<file path="config.mk">
export PLATFORM = sky130hd
export DESIGN_NAME = delivery_velocity_sensor
export DESIGN_NICKNAME = d
export VERILOG_FILES = /design/src/rtl/delivery_velocity_sensor.sv
export SDC_FILE = /design/constraint.sdc
export NUM_CORES = 1
export LEC_CHECK = 0
export CAP_MARGIN = 20
export CORE_ASPECT_RATIO = 0.5
export CORE_UTILIZATION = 60
export DETAILED_ROUTE_END_ITERATION = 8
export PLACE_DENSITY = 0.79
export SLEW_MARGIN = 20
export SYNTH_ARGS = -nofsm -noshare
export SYNTH_HDL_FRONTEND = slang
export SYNTH_SLANG_ARGS = --single-unit
export TNS_END_PERCENT = 5
</file>
<file path="constraint.sdc">
create_clock -name clock -period 4.1 [get_ports clock]
set_input_delay 0.615 -clock clock [delete_from_list [all_inputs] [get_ports clock]]
set_output_delay 0.615 -clock clock [all_outputs]
set_load 0.05 [all_outputs]
</file>
<file path="src/rtl/delivery_velocity_sensor.sv">
// Ultrasonic echo-width velocity sensor: trigger pulse, echo measurement, level quantisation.
// Optional build macro DELIVERY_VELOCITY_INVERT_EN reports velocity as 7 - level.
module delivery_velocity_sensor #(
  parameter int unsigned TRIGGER_CYCLES = 500,
  parameter int unsigned LEVEL_CYCLES   = 29000,
  parameter int unsigned TIMEOUT_CYCLES = 1500000
) (
  input  logic       clock,
  input  logic       reset,
  input  logic       get_velocity,
  input  logic       echo,
  output logic       trigger,
  output logic [2:0] velocity,
  output logic       velocity_ready,
  output logic       busy,
  output logic       timeout_err,
  output logic [3:0] estado
);

  localparam int unsigned TRIG_W = $clog2(TRIGGER_CYCLES + 1);
  localparam int unsigned SUB_W  = $clog2(LEVEL_CYCLES + 1);
  localparam int unsigned TO_W   = $clog2(TIMEOUT_CYCLES + 1);

  typedef enum logic [3:0] {
    IDLE      = 4'd0,
    TRIGGER   = 4'd1,
    WAIT_ECHO = 4'd2,
    MEASURE   = 4'd3,
    DONE      = 4'd4,
    TIMEOUT   = 4'd5
  } state_t;

  state_t            state, next_state;
  logic              echo_meta, echo_sync;
  logic [TRIG_W-1:0] trig_cnt;
  logic [SUB_W-1:0]  sub_cnt;
  logic [TO_W-1:0]   to_cnt;
  logic [2:0]        level;

  always_ff @(posedge clock or posedge reset) begin
    if (reset) begin
      echo_meta <= 1'b0;
      echo_sync <= 1'b0;
    end else begin
      echo_meta <= echo;
      echo_sync <= echo_meta;
    end
  end

  always_ff @(posedge clock or posedge reset) begin
    if (reset) state <= IDLE;
    else       state <= next_state;
  end

  always_comb begin
    next_state     = IDLE;
    trigger        = 1'b0;
    velocity_ready = 1'b0;
    busy           = (state != IDLE);
    estado         = state;
    case (state)
      IDLE:      next_state = get_velocity ? TRIGGER : IDLE;
      TRIGGER: begin
        trigger    = 1'b1;
        next_state = (trig_cnt == TRIG_W'(TRIGGER_CYCLES - 1)) ? WAIT_ECHO : TRIGGER;
      end
      WAIT_ECHO: begin
        if (echo_sync)                                 next_state = MEASURE;
        else if (to_cnt == TO_W'(TIMEOUT_CYCLES - 1))  next_state = TIMEOUT;
        else                                           next_state = WAIT_ECHO;
      end
      MEASURE: begin
        if (!echo_sync)                                next_state = DONE;
        else if (to_cnt == TO_W'(TIMEOUT_CYCLES - 1))  next_state = TIMEOUT;
        else                                           next_state = MEASURE;
      end
      DONE:      velocity_ready = 1'b1;
      TIMEOUT:   velocity_ready = 1'b1;
      default:   next_state = IDLE;
    endcase
  end

  // The timeout counter restarts on the WAIT_ECHO->MEASURE edge so each state gets its own budget.
  always_ff @(posedge clock or posedge reset) begin
    if (reset) begin
      trig_cnt    <= '0;
      sub_cnt     <= '0;
      to_cnt      <= '0;
      level       <= '0;
      velocity    <= '0;
      timeout_err <= 1'b0;
    end else begin
      case (state)
        IDLE: begin
          if (get_velocity) begin
            trig_cnt <= '0;
            sub_cnt  <= '0;
            to_cnt   <= '0;
            level    <= '0;
          end
        end
        TRIGGER:   trig_cnt <= trig_cnt + TRIG_W'(1);
        WAIT_ECHO: begin
          if (echo_sync) to_cnt <= '0;
          else           to_cnt <= to_cnt + TO_W'(1);
        end
        MEASURE: begin
          if (echo_sync) begin
            to_cnt <= to_cnt + TO_W'(1);
            if (sub_cnt == SUB_W'(LEVEL_CYCLES - 1)) begin
              sub_cnt <= '0;
              if (level != 3'd7) level <= level + 3'd1;
            end else begin
              sub_cnt <= sub_cnt + SUB_W'(1);
            end
          end
        end
        DONE: begin
`ifdef DELIVERY_VELOCITY_INVERT_EN
          velocity <= 3'd7 - level;
`else
          velocity <= level;
`endif
          timeout_err <= 1'b0;
        end
        TIMEOUT:   timeout_err <= 1'b1;
        default: ;
      endcase
    end
  end

endmodule

</file>
==> results of run 1 <==
-- cells by family (layout without fill, tap and decap cells) --
logic type	Yosys count	count (layout)	synth area share, %
AND/OR/NAND/NOR	151	151	27.4
AO/OA/AOI/OAI	89	89	17.6
flip-flops	57	57	44.9
buffers and inverters	41	52	5.32
multiplexers	8	8	2.64
adder cells (fa/ha/maj)	5	5	1.97
other	1	1	0.118
-- worst max-delay path, stage by stage, from the launching register on --
cell and delay (ns):
dfrtp_1 0.57, or3b_2 0.57, inv_2 0.12, clkdlybuf4s50_1 0.81
-- registers in the layout, indices dropped and copies added, names as in the netlist --
register and cells:
to_cnt 21, sub_cnt 15, trig_cnt 9, estado 3, level 3, velocity 3, echo_meta 1, echo_sync 1
timeout_err 1
-- cells in the mapped netlist, types with 4 or more instances --
cell type / n
nand2b_1: 7
a21oi_1: 20
mux2i_1: 5
nor4_1: 4
o211ai_1: 5
nand3_1: 23
a31oi_1: 11
and4_1: 7
nand4_1: 18
clkbuf_1: 12
ha_1: 5
nand2_1: 32
o21ai_0: 20
and3_1: 7
or3_1: 8
o22ai_1: 8
or4_1: 12
inv_1: 20
dfrtp_1: 57
nor2_1: 9
o31ai_1: 11
and2_1: 6
buf_2: 6
-- stage by stage --
step | hold slack [ns] | power [mW]
2_1_floorplan | 0.331 | 0.586
3_3_place_gp | 0.335 | 0.593
3_5_place_dp | 0.348 | 0.593
4_1_cts | 0.362 | 1.14
5_1_grt | 0.379 | 1.17
6_report | 0.358 | 1.13
-- metal layers --
| metal | global-route usage (%) | up-vias | routed length, µm | part of all wire [%] |
|---|---|---|---|---|
| met5 | 0 | - | 0 | 0 |
| met4 | 7.51 | 0 | 61 | 0.88 |
| met1 | 32.7 | 1385 | 3160 | 46 |
| met2 | 45.8 | 67 | 3390 | 49 |
| met3 | 10.3 | 11 | 317 | 4.6 |
| li1 | - | 1345 | - | - |
-- area by class of cell --
| cell class | count | area, µm² |
|---|---|---|
| clock buffers | 14 | 173 |
| clock inverters | 2 | 35.0 |
| fillers | 417 | 1470 |
| inverters | 21 | 80.1 |
| multi-input cells | 254 | 1580 |
| flip-flops and latches | 57 | 1430 |
| well taps | 70 | 87.6 |
| repair buffers | 15 | 145 |
-- power by group through the flow --
stage                     sequential (mW)  combinational (mW)  clock [mW]
after global placement              0.575              0.0178           0
after global routing                0.564              0.0199       0.586
final                               0.565              0.0173       0.551
after CTS                           0.564              0.0184       0.561
after detailed placement            0.575              0.0186           0
after floorplan                     0.574              0.0114           0
-- worst paths after layout --
| check | cells after the start | slack [ns] | start | end |
|---|---|---|---|---|
| worst max-delay path | 3 | 1.07 | estado[0] | trigger |
| worst min-delay path | 0 | 0.36 | echo_meta | echo_sync |
| worst max register to register | 4 | 1.54 | estado[2] | sub_cnt[14] |
| worst min register to register | 0 | 0.36 | echo_meta | echo_sync |
| max in group asynchronous | 3 | 2.74 | reset | sub_cnt[14] |
| min in group asynchronous | 2 | 0.75 | reset | trig_cnt[6] |
==> metrics.txt, run 1 <==
status finished clean; Comb pwr share 1.5%; Clock Skews 0.00773 ns; global-route wire length before repair 11.5 mm; Tcrit/Tclk final 74.0%; Slew @ Worst Pin 0.866 ns; Cell Pwr Density 321 mW/mm²; Die Span X 105 µm; layout cell share with drive strength beyond 1 6.89%; gr usage total 27.0%; total congestion overflow 0; Finished Cell Area 0.00353 mm²; vias 2808; RSZ-0062 raised after global routing false; Routed WL per cell 16.0 µm; root cell of the clock tree clkbuf_8; largest net degree at the start of global routing 51; Die Footprint 0.00561 mm²; Static Leak 1.47 nW; NetSw 235 µW; post-route worst setup slack 1.07 ns; Yosys cell types 50; H-tree levels 3; most frequent cells in the layout dfrtp_1, nand2_1, nand3_1; Post-synth ARST share 100%; min cycle time layout 3.03 ns; vias in the first global route 2555; DR vias/cell 6.48; Max Fanout on Critical Path 14; Max clock buf depth 2; Skew-Pair Late Insertion Delay 0.34 ns; Final Wtd Congestion 0.853; ant diodes 0; final setup violating endpoints 0; Yosys warnings 0; Placed Instances 417; Worst-path clk slew 0.06 ns; fin util 70.5%; clock sink count 57; Area growth, synth to finish 11.1%; leading area contributor after synthesis dfrtp_1; Post-CTS Setup Inserts 0; hold buffer count at cts 0; synth top area cells dfrtp_1, nand2_1, nand3_1; Cell Count, Final, Fillers Out 433; P_int 897 µW; CP Data Required Time 3.48 ns; initial core utilization 63.5%; std cell rows 18; Resize count post-CTS 0; PortBufs 13; post-DP HPWL 4.54 mm; post-synthesis cell count 352; EDFF count, synth 0; Critical Path End Type output port; Worst setup SP type flip-flop; fin nets 367; cell area after synthesis 0.00318 mm²; Sw Ratio 20.8%; Mapped Nets 361; Hold Crit Class flip-flop to flip-flop; drt total wl 6.93 mm; # DRC 0; initial antenna violation count 0; TNS Setup 0 ns; area post-placement 0.00332 mm²; top-area cell type share of the netlist area 44.9%; Worst IR Drop VDD 268 µV; f_max 330 MHz; Placement Setup Slack 1.07 ns; part of the power in the clock network 48.6%; Mapped Avg Cell Area 9.02 µm²; Arrival @ worst endpoint 2.42 ns; Setup CP Type flip-flop to output port; sequential share of power 49.8%; DRT Pass-1 Iters 4; final hold violations 0; Seq/Total Area, Yosys 44.9%; most common cell after layout, fill and taps aside dfrtp_1; Initial DRC Count 183; io pins 15; number of CTS-inserted buffers 9; die height 53.4 µm; commonest register cell after synthesis dfrtp_1; CTS tree built; max cap viols 0; core box area 0.00500 mm²; antenna viol nets, final 0; count of final max-slew check failures 0; synthesized flop and latch total 57; Worst slew margin 42.2%
No activity file was read; power rests on OpenSTA's default activity.
==> run 2: changes to the inputs <==
==> constraint.sdc (replaced) <==
create_clock -name clock -period 2.9 [get_ports clock]
set_input_delay 0.435 -clock clock [delete_from_list [all_inputs] [get_ports clock]]
set_output_delay 0.435 -clock clock [all_outputs]
set_load 0.05 [all_outputs]
==> metrics.txt, run 2 (synthesis results as in run 1) <==
vias in the first global route 2608; RSZ-0062 raised after global routing false; reg2reg path depth 5; Area growth, synth to finish 11.7%; fin util 70.9%; Clock Skews 0.0111 ns; status finished clean; post-DP HPWL 4.98 mm; Setup CP Type flip-flop to output port; Initial DRC Count 176; number of CTS-inserted buffers 9; io pins 15; Slew @ Worst Pin 0.765 ns; most frequent cells in the layout dfrtp_1, nand2_1, nand3_1; PortBufs 13; worst r2r dst to_cnt[18]; Largest regs to_cnt x21, sub_cnt x15, trig_cnt x9; min cycle time layout 2.51 ns; Cell Pwr Density 425 mW/mm²; CP dominant cell by count inv_1; global-route wire length before repair 11.8 mm; H-tree levels 3; initial core utilization 63.5%; Die Footprint 0.00561 mm²; largest net degree at the start of global routing 27; register area 0.00143 mm²; clock sink count 57; Total Power 1.51 mW; DR vias/cell 6.37; DRT Pass-1 Iters 5; met1 Use GR 32.3%; Worst slew margin 48.8%; r2r setup slk 0.64 ns; Buf/Inv on CP 3; die height 53.4 µm; core box area 0.00500 mm²; Critical Path End Type output port; CTS tree built; fillcell total 398; Worst setup SP type flip-flop; antenna viol nets, final 0; area post-placement 0.00336 mm²; most common cell after layout, fill and taps aside dfrtp_1; Max Fanout on Critical Path 15; gr usage total 28.0%; Final Wtd Congestion 0.845; Top Usage Layer GRT met2; Tcrit/Tclk final 86.5%; largest register by flop count to_cnt; Worst Setup SP estado[1]; Reg-to-Reg Start to_cnt[0]; layout cell share with drive strength beyond 1 8.70%; final setup violating endpoints 0; Routed WL per cell 16.4 µm; Finished Cell Area 0.00355 mm²; drt total wl 7.19 mm; initial antenna violation count 0; TNS Setup 0 ns; slowest stage delay, CP 0.79 ns; fin nets 373; Skew-Pair Late Insertion Delay 0.35 ns; delay-heaviest family, CP buffers and inverters; M3 GR Usage 7.64%; met2 Use GR 48.5%; crit-path cells inv_1, nand2_1, inv_1, clkdlybuf4s50_1; Worst IR Drop VDD 245 µV; max cap viols 0; Post-CTS Setup Inserts 0; Die Span X 105 µm; std cell rows 18; Static Leak 1.49 nW; Arrival @ worst endpoint 2.07 ns; # DRC 0; vias 2789; Worst-path clk slew 0.07 ns; Crit-path slowest cell clkdlybuf4s50_1; ant diodes 0; Hold Crit Class input port to async pin; max reg flops 21; Max clock buf depth 2; f_max 399 MHz; CP Data Required Time 2.47 ns; total congestion overflow 0; final hold violations 0; area of the multi-input gates 0.00158 mm²; root cell of the clock tree clkbuf_8; count of final max-slew check failures 0
-- run 2: cell types whose count changed in the layout (fill, tap and decap cells not counted) --
| cell | previous run | this run |
|---|---|---|
| buf_4 | 2 | 8 |
| bufinv_16 | 1 | 0 |
| clkbuf_1 | 2 | 0 |
| clkdlybuf4s50_1 | 13 | 12 |
| clkinv_2 | 2 | 3 |
| dlymetal6s2s_1 | 0 | 1 |
| inv_2 | 1 | 2 |
-- run 2: cell type report --
class                           instances  share of cell area, %
Tap cell                               70                   2.47
Inverter                               21                   2.22
Multi-Input combinational cell        254                   44.6
Timing Repair Buffer                   21                   5.43
Clock buffer                           12                   4.66
Sequential cell                        57                   40.2
Clock inverter                          3                  0.423
-- run 2: repair_timing --
| item | in CTS | in global routing |
|---|---|---|
| hold buffers | 0 | 0 |
| resized for setup | 0 | 1 |
| endpoints found under the setup margin | 0 | 1 |
-- run 2: how the worst max path moves through the flow --
stage | end | slack (ns) | cells after the start
after CTS | trigger | 0.05 | 3
after detailed placement | trigger | 0.43 | 3
after floorplan | trig_cnt[6] | 0.61 | 7
after global routing | velocity_ready | 0.28 | 4
final | velocity_ready | 0.39 | 4
after global placement | trigger | 0.48 | 3
-- run 2: worst reg2reg max path, cell delays in order, from the launching register on --
cell,delay (ns)
dfrtp_1,0.40
ha_1,0.23
and4_1,0.34
nand4_1,0.42
or4_1,0.63
a21oi_1,0.15
-- run 2: power breakdown --
| group | total (mW) | switching [mW] | leakage, nW | internal [mW] |
|---|---|---|---|---|
| clock | 0.682 | 0.312 | 0.0980 | 0.370 |
| sequential | 0.798 | 0.00117 | 0.699 | 0.797 |
| combinational | 0.0256 | 0.0197 | 0.693 | 0.00598 |
| total | 1.51 | 0.333 | 1.49 | 1.17 |
-- run 2: per-stage QoR --
stage / std cells / setup WS, ns / hold slack, ns
floorplan: 352 / 0.608 / 0.331
global placement: 423 / 0.483 / 0.339
detailed placement: 423 / 0.435 / 0.340
CTS: 438 / 0.0494 / 0.323
global route: 438 / 0.282 / 0.331
finish: 438 / 0.393 / 0.324
-- run 2: metal layers --
metal  vias up  routed length, µm
li1       1343                  -
met4         0                100
met5         -                  0
met1      1376               3210
met2        57               3510
met3        13                362
